File: src/rtl/ccd_readout_if.sv
// CCD readout sequencer bus: sensor clocks, ADC handshake and tx FIFO write port.
// The master side is the sequencer; the slave side is the sensor, ADC and FIFO.
interface ccd_readout_if;
    logic        ccd_toggle;
    logic        ccd_busy;
    logic        ccd_v1;
    logic        ccd_v2;
    logic        ccd_h1;
    logic        ccd_h2;
    logic        ccd_rg;
    logic        adc_sample;
    logic        adc_busy;
    logic [15:0] adc_data;
    logic        tx_wfull;
    logic        tx_winc;
    logic [7:0]  tx_wdata;

    modport master (
        input  ccd_toggle, adc_busy, adc_data, tx_wfull,
        output ccd_busy, ccd_v1, ccd_v2, ccd_h1, ccd_h2, ccd_rg,
        output adc_sample, tx_winc, tx_wdata
    );

    modport slave (
        output ccd_toggle, adc_busy, adc_data, tx_wfull,
        input  ccd_busy, ccd_v1, ccd_v2, ccd_h1, ccd_h2, ccd_rg,
        input  adc_sample, tx_winc, tx_wdata
    );
endinterface

File: src/rtl/ccd_readout.sv
// Frame readout sequencer: clocks a CCD row by row, digitises each pixel and
// streams it to the tx FIFO as two bytes, low byte first.
module ccd_readout #(
    parameter int ROWS         = 520,
    parameter int COLS         = 796,
    parameter int PHASE_CYCLES = 8
) (
    input logic           clk,
    input logic           rst,
    ccd_readout_if.master bus
);
    localparam int RW = (ROWS > 1) ? $clog2(ROWS) : 1;
    localparam int CW = (COLS > 1) ? $clog2(COLS) : 1;
    localparam int PW = $clog2(PHASE_CYCLES + 1);
    localparam logic [RW-1:0] ROW_LAST = RW'(ROWS - 1);
    localparam logic [CW-1:0] COL_LAST = CW'(COLS - 1);
    localparam logic [PW-1:0] PH_LAST  = PW'(PHASE_CYCLES - 1);

    typedef enum logic [3:0] {
        IDLE, V1, V2, RG, H1, SREQ, SWAIT, TX_LSB, TX_MSB, H2, DONE
    } state_e;

    state_e        state_q, state_d;
    logic [PW-1:0] phase_q, phase_d;
    logic [RW-1:0] row_q, row_d;
    logic [CW-1:0] col_q, col_d;
    logic [15:0]   pixel_q, pixel_d;
    logic          phase_done;
    logic          timed;

    assign phase_done = (phase_q == PH_LAST);
    assign timed = state_q inside {V1, V2, RG, H1, H2};

    always_comb begin
        state_d = state_q;
        row_d   = row_q;
        col_d   = col_q;
        pixel_d = pixel_q;
        unique case (state_q)
            IDLE: if (bus.ccd_toggle) begin
                state_d = V1;
                row_d   = '0;
                col_d   = '0;
            end
            V1: if (phase_done) state_d = V2;
            V2: if (phase_done) begin
                state_d = RG;
                col_d   = '0;
            end
            RG: if (phase_done) state_d = H1;
            H1: if (phase_done) state_d = SREQ;
            SREQ: if (bus.adc_busy) state_d = SWAIT;
            SWAIT: if (!bus.adc_busy) begin
                state_d = TX_LSB;
                pixel_d = bus.adc_data;
            end
            TX_LSB: if (!bus.tx_wfull) state_d = TX_MSB;
            TX_MSB: if (!bus.tx_wfull) state_d = H2;
            H2: if (phase_done) begin
                if (col_q < COL_LAST) begin
                    col_d   = col_q + 1'b1;
                    state_d = RG;
                end else if (row_q < ROW_LAST) begin
                    row_d   = row_q + 1'b1;
                    state_d = V1;
                end else begin
                    state_d = DONE;
                end
            end
            DONE: state_d = IDLE;
            default: state_d = IDLE;
        endcase
        // Timer restarts on every state change so each phase is measured from entry.
        if (state_d != state_q || !timed) phase_d = '0;
        else                              phase_d = phase_q + 1'b1;
    end

    always_ff @(posedge clk) begin
        if (rst) begin
            state_q <= IDLE;
            phase_q <= '0;
            row_q   <= '0;
            col_q   <= '0;
            pixel_q <= '0;
        end else begin
            state_q <= state_d;
            phase_q <= phase_d;
            row_q   <= row_d;
            col_q   <= col_d;
            pixel_q <= pixel_d;
        end
    end

    logic tx_state;
    assign tx_state = (state_q == TX_LSB) || (state_q == TX_MSB);

    assign bus.ccd_busy   = (state_q != IDLE);
    assign bus.ccd_v1     = (state_q == V1);
    assign bus.ccd_v2     = (state_q == V2);
    assign bus.ccd_rg     = (state_q == RG);
    assign bus.ccd_h1     = (state_q == H1);
    assign bus.ccd_h2     = (state_q == H2);
    assign bus.adc_sample = (state_q == SREQ);
    assign bus.tx_winc    = tx_state && !bus.tx_wfull;
    assign bus.tx_wdata   = (state_q == TX_LSB) ? pixel_q[7:0]  :
                            (state_q == TX_MSB) ? pixel_q[15:8] : 8'h00;
endmodule
File: src/flat_wrapper.sv
// flat-port wrapper written by rule: the top's interface ports become plain ports
module ccd_readout_flat 
#(
    parameter int ROWS         = 520,
    parameter int COLS         = 796,
    parameter int PHASE_CYCLES = 8
)
  (clk, rst, bus_ccd_toggle, bus_adc_busy, bus_adc_data, bus_tx_wfull, bus_ccd_busy, bus_ccd_v1, bus_ccd_v2, bus_ccd_h1, bus_ccd_h2, bus_ccd_rg, bus_adc_sample, bus_tx_winc, bus_tx_wdata);
  ccd_readout_if bus_i ();
  input logic clk;
  input logic rst;
  input wire logic [$bits(bus_i.ccd_toggle)-1:0] bus_ccd_toggle;
  input wire logic [$bits(bus_i.adc_busy)-1:0] bus_adc_busy;
  input wire logic [$bits(bus_i.adc_data)-1:0] bus_adc_data;
  input wire logic [$bits(bus_i.tx_wfull)-1:0] bus_tx_wfull;
  output wire logic [$bits(bus_i.ccd_busy)-1:0] bus_ccd_busy;
  output wire logic [$bits(bus_i.ccd_v1)-1:0] bus_ccd_v1;
  output wire logic [$bits(bus_i.ccd_v2)-1:0] bus_ccd_v2;
  output wire logic [$bits(bus_i.ccd_h1)-1:0] bus_ccd_h1;
  output wire logic [$bits(bus_i.ccd_h2)-1:0] bus_ccd_h2;
  output wire logic [$bits(bus_i.ccd_rg)-1:0] bus_ccd_rg;
  output wire logic [$bits(bus_i.adc_sample)-1:0] bus_adc_sample;
  output wire logic [$bits(bus_i.tx_winc)-1:0] bus_tx_winc;
  output wire logic [$bits(bus_i.tx_wdata)-1:0] bus_tx_wdata;
  assign bus_i.ccd_toggle = bus_ccd_toggle;
  assign bus_i.adc_busy = bus_adc_busy;
  assign bus_i.adc_data = bus_adc_data;
  assign bus_i.tx_wfull = bus_tx_wfull;
  assign bus_ccd_busy = bus_i.ccd_busy;
  assign bus_ccd_v1 = bus_i.ccd_v1;
  assign bus_ccd_v2 = bus_i.ccd_v2;
  assign bus_ccd_h1 = bus_i.ccd_h1;
  assign bus_ccd_h2 = bus_i.ccd_h2;
  assign bus_ccd_rg = bus_i.ccd_rg;
  assign bus_adc_sample = bus_i.adc_sample;
  assign bus_tx_winc = bus_i.tx_winc;
  assign bus_tx_wdata = bus_i.tx_wdata;
  ccd_readout #(.ROWS(ROWS), .COLS(COLS), .PHASE_CYCLES(PHASE_CYCLES)) u_core (.clk(clk), .rst(rst), .bus(bus_i));
endmodule
File: config.mk
export PLATFORM = sky130hd
export DESIGN_NAME = ccd_readout_flat
export DESIGN_NICKNAME = d
export VERILOG_FILES = /design/src/rtl/ccd_readout_if.sv /design/src/rtl/ccd_readout.sv /design/src/flat_wrapper.sv
export SDC_FILE = /design/constraint.sdc
export NUM_CORES = 1
export LEC_CHECK = 0
export ABC_AREA = 1
export ABC_CLOCK_PERIOD_IN_PS = 3400
export CAP_MARGIN = 20
export CORE_MARGIN = 2
export CORE_UTILIZATION = 40
export DETAILED_ROUTE_END_ITERATION = 6
export GPL_ROUTABILITY_DRIVEN = 1
export MAX_ROUTING_LAYER = met4
export PLACE_DENSITY_LB_ADDON = 0.05
export SYNTH_ARGS = -nofsm -noshare
export SYNTH_HDL_FRONTEND = slang
export SYNTH_SLANG_ARGS = --single-unit
File: constraint.sdc
create_clock -name clk -period 3.4 [get_ports clk]
set_input_delay 0.68 -clock clk [delete_from_list [all_inputs] [get_ports clk]]
set_output_delay 0.68 -clock clk [all_outputs]
set_load 0.01 [all_outputs]
Yosys cells after proc, flatten, opt, wreduce, memory -nomap -nowiden
Cells that the tools add are included. W data, S select, Z words.

Add/sub/neg operators: 3. Order comparisons: 2. Eq/ne operators: 17. Multiplexer cells: 24. Bitwise gates (word level): 1. Reduce and logical (&&, ||, !) cells: 14.

Operators by type and width (count): $mux W10 (7); $mux W4 (12); $pmux W4 S10 (1); $pmux W10 S3 (1); $add A10 B1 Y10 const B (2); $eq A4 B3 Y1 const B (5); $lt A10 B10 Y1 const B (2); $pmux W10 S2 (1); $mux W8 (2); $reduce_and A5 Y1 (2); $eq A4 B2 Y1 const B (2); $eq A4 B4 Y1 const B (2); $ne A2 B1 Y1 const B (4); $reduce_bool A5 Y1 (1); $add A4 B1 Y4 const B (1); $eq A4 B1 Y1 const B (1); $logic_not A4 Y1 (1); $ne A2 B2 Y1 const B (2); $ne A4 B4 Y1 (1); $reduce_bool A4 Y1 (1); $reduce_bool A3 Y1 (1); $logic_not A1 Y1 (2); $logic_or A1 B1 Y1 (2); $reduce_and A2 Y1 (1); other kinds (4) (4).

Flip-flop bits (word level): 44. Input bits: 21. Output and inout port bits: 16. Word-level logic and storage cells: 66.

Depth between registers and ports, before layout
Word-level depth: 8. Mapped depth: 13. Gate-level depth less buffers: 13.

Worst setup path after synthesis
No wires, ideal clock.

Path type: flip-flop to output port. Start point: reg u_core.state_q[1]. End point: out bus_tx_winc. Data arrival time: 1.124 ns. Data required time: 2.720 ns. Slack: 1.596 ns. Cell stages (with the launch flop): 6. Buffers on the path: 0. Path through: dfxtp_1 > nor2_2 > inv_2 > nor3_4 > nand2_1 > o21ai_0.

Longest elaborated chain between the ends: 3. Elaborated cells between the ends (all ways): 4. Classes of those cells: 2 x eq/ne; 2 x reduce/logical.

RTL lines: start: declaration (line ccd_readout.sv:23) `state_e state_q, state_d;`; start signal: assignment (line ccd_readout.sv:86) `state_q <= state_d;`; $eq A4 B3 Y1 or $eq A4 B4 Y1 (tied branches) (line ccd_readout.sv:95) `assign tx_state = (state_q == TX_LSB) || (state_q == TX_MSB);`; $logic_or A1 B1 Y1 (*) (line ccd_readout.sv:95); $logic_and A1 B1 Y1 (*) (line ccd_readout.sv:104) `assign bus.tx_winc = tx_state && !bus.tx_wfull;`; end: declaration (line flat_wrapper.sv:23) `output wire logic [$bits(bus_i.tx_winc)-1:0] bus_tx_winc;`.

Every way passes the cells marked *; elsewhere a longest branch is shown, timed or not.

Worst setup path after layout
Start point: reg u_core.state_q[0]. End point: out bus_tx_winc.

Same word-level chain as after synthesis.

==> impl_metrics.csv <==
group,metric,value,unit
status,status,"completed",
route,vias_per_cell,4.85,
timing,finalHoldViolCount,0,
power_and_ir_drop,pwr-share-comb,0.097,
final_layout,drive_above_1_share,0.102,
placement,place_inst,461,
floorplanning,rows,28,
power_and_ir_drop,power_density,325,nW/um^2
placement,place_congestion,0.873,
clocking,cts_buffer_depth,2,
synth,synth-simple-area-share,0.331,
synth,syn_area,2440,sq um
critical_path,critPathCaptureType,"output port",
route,vias,2275,
critical_path,slowest_delay,580,ps
critical_path,worstSetupStartpointType,"flop",
power_and_ir_drop,switching_share,0.243,
clocking,clkSinkCount,44,
synth,yosysSeqAreaShare,0.362,
synth,synth_top_family_by_area,"simple AND/OR/NAND/NOR gates",
synth,muxShareOfSynthArea,0,
synth,synth_fa_ha_area_frac,0.0154,
run,max-cap-violations,0,
floorplanning,die_x,82.0,um
hold_path,hold_path.class,"reg2reg",
synth,yosys_warnings,0,
critical_path,setup.worst_path.class,"reg2out",
synth,synth.largest_area_cell,"dfxtp_1",
timing,fin_skew,10.4,ps
synth,synth_area_leaders,"dfxtp_1 (36%), nand2_1 (11%), nor2_1 (8.3%), o21ai_0 (6.4%), a21oi_1 (6.2%)",
clocking,cts-root-buf,"clkbuf_8",
global_routing,grt_pass1_vias,2145,
power_and_ir_drop,pwr-share-seq,0.546,
timing,period_share,0.839,
power_and_ir_drop,switchingPower,232,uW
global_routing,grt_first_pass_wirelength,9340,um
timing,drv_slew,0,
final_layout,fin_cells,469,
timing,period_needed,2850,ps
route,wl,5530,um
floorplanning,num_io_pins,37,
final_layout,area_growth_syn_to_layout,20.6,%
clocking,path_clk_slew,80,ps
critical_path,crit_path_top_delay_cell,"clkdlybuf4s50_1",
placement,dp_hpwl,4020,um
synth,synth.top_cell.area_share,0.362,
global_routing,grtUsageTotal,0.182,
final_layout,multiInputGateArea,1340,sq um
final_layout,fin_nets,417,
final_layout,ff_latch_area,881,sq um
floorplanning,die_y,82.0,um
synth,avgSynthCellArea,6.80,sq um
clocking,hold_buffers,0,
synth,synthesis.instances,358,
synth,ys_types,33,
final_layout,diodes,0,
clocking,htree_levels,2,
floorplanning,core-area,5920,sq um
power_and_ir_drop,internal-power,723,uW
clocking,cts_setup_buffers,0,
route,drt_iter0_markers,77,
synth,synth-seq-cells,44,
global_routing,antenna_found_initial,0,
placement,portBuffers,36,
timing,rsz0062_at_grt,"false",
global_routing,overflow,0,
floorplanning,dieArea,6730,sq um
critical_path,worstPathCellList,"nor2_2, inv_2, nor3_4, nand2_1, o21ai_0, clkdlybuf4s50_1",
clocking,cts-buffers-inserted,5,
power_and_ir_drop,leakage,1.11,nW
floorplanning,start_util,0.411,
synth,synth_compound_area_frac,0.154,
power_and_ir_drop,clkPwrFrac,0.357,
route,drc,0,
final_layout,fill_cells,618,
power_and_ir_drop,ir_drop,0.164,mV
route,wire_per_inst,11.8,um
timing,worst_pin_slew,554,ps
clocking,clk_latency,290,ps
global_routing,grt_max_degree,26,
synth,synth_xor_xnor_area_share,0.0503,
timing,setup_viol,0,
critical_path,path_max_fanout,10,
timing,relSlewSlack,0.630,
route,drt_first_pass_iters,4,
clocking,ctsResizeCount,0,
synth,synth_fp_nets,382,
timing,fin_setup_tns,0,ps
clocking,cts_tree,"done",
critical_path,crit_required,2720,ps
critical_path,arrival,2170,ps
route,drtAntennaViolNets,0,
timing,max_freq,350,MHz
-- flip-flops by register name (all words and copies together), names as in the netlist --
register        cells
u_core.phase_q      4
u_core.state_q      4
u_core.pixel_q     16
u_core.col_q       10
u_core.row_q       10
-- final timing paths --
path	start	endpoint	slack, ps	cells after the start
setup / recovery	u_core.state_q[0]	bus_tx_winc	550	6
hold / removal	u_core.phase_q[0]	u_core.phase_q[0]	450	1
setup reg to reg	u_core.row_q[0]	u_core.row_q[3]	1380	10
hold reg to reg	u_core.phase_q[0]	u_core.phase_q[0]	450	1
-- cell type report --
cell class / instances / area share
Multi-Input combinational cell: 262 / 0.457
Sequential cell: 44 / 0.300
Timing Repair Buffer: 37 / 0.125
Inverter: 43 / 0.0558
Tap cell: 75 / 0.0319
Clock buffer: 8 / 0.0307
-- cell usage after synthesis (all sizes together) --
cell	instances
nand2	77
nor2	64
dfxtp	44
inv	42
o21ai	32
a21oi	30
nand3	16
nor3	12
xor2	10
buf	5
nand4	5
clkbuf	4
xnor2	4
ha	3
a211oi	2
a31oi	2
o22ai	2
a21o	1
clkinv	1
nor4	1
o21bai	1
-- power by group through the flow --
stage | registers (mW) | clock network, mW | logic (mW)
floorplan | 0.533 | 0 | 0.0559
global placement | 0.534 | 0 | 0.0935
detailed placement | 0.534 | 0 | 0.0931
CTS | 0.522 | 0.351 | 0.0937
global route | 0.522 | 0.370 | 0.104
finish | 0.522 | 0.341 | 0.0924
-- layout by cell type, fill, tap and decap left out, drive strengths merged --
cell type,instances
nor4,1
inv,42
a21oi,30
o21ai,32
clkbuf,8
buf,1
a211oi,2
nand4,5
o21bai,1
clkinv,1
xor2,10
dfxtp,44
nand3,16
nor3,12
nand2,77
a21o,1
xnor2,4
o22ai,2
ha,3
clkdlybuf4s50,36
nor2,64
a31oi,2
-- metal layers --
layer  vias up  GRT usage  share of wire
met5         -          -              0
met3         7     0.0297          0.023
met2        32      0.309           0.47
met1      1014      0.223           0.49
met4         0     0.0550          0.015
li1       1222          -              -
-- per-stage QoR --
stage | util | setup WS (ps) | area, sq um | total power [mW] | hold WS (ps)
finish | 0.496 | 546 | 2940 | 0.955 | 448
global route | 0.496 | 384 | 2940 | 0.996 | 488
CTS | 0.496 | 516 | 2940 | 0.967 | 454
detailed placement | 0.481 | 770 | 2850 | 0.627 | 439
global placement | 0.481 | 791 | 2850 | 0.627 | 433
floorplan | - | 1600 | 2440 | 0.589 | 418
-- cell families (layout without fill, tap and decap cells) --
logic type	Yosys count	in the layout
fa+ha+maj	3	3
simple gates	175	175
flops	44	44
buf+inv	52	88
xor+xnor	14	14
compound gates	70	70
-- critical path, delay by kind of cell, from the launching register on --
kind / cells / cell delay [ps]
AO/OA/AOI/OAI: 1 / 110
buffers and inverters: 2 / 660
flip-flops: 1 / 390
AND/OR/NAND/NOR: 3 / 740
No activity file was read; power rests on OpenSTA's default activity.
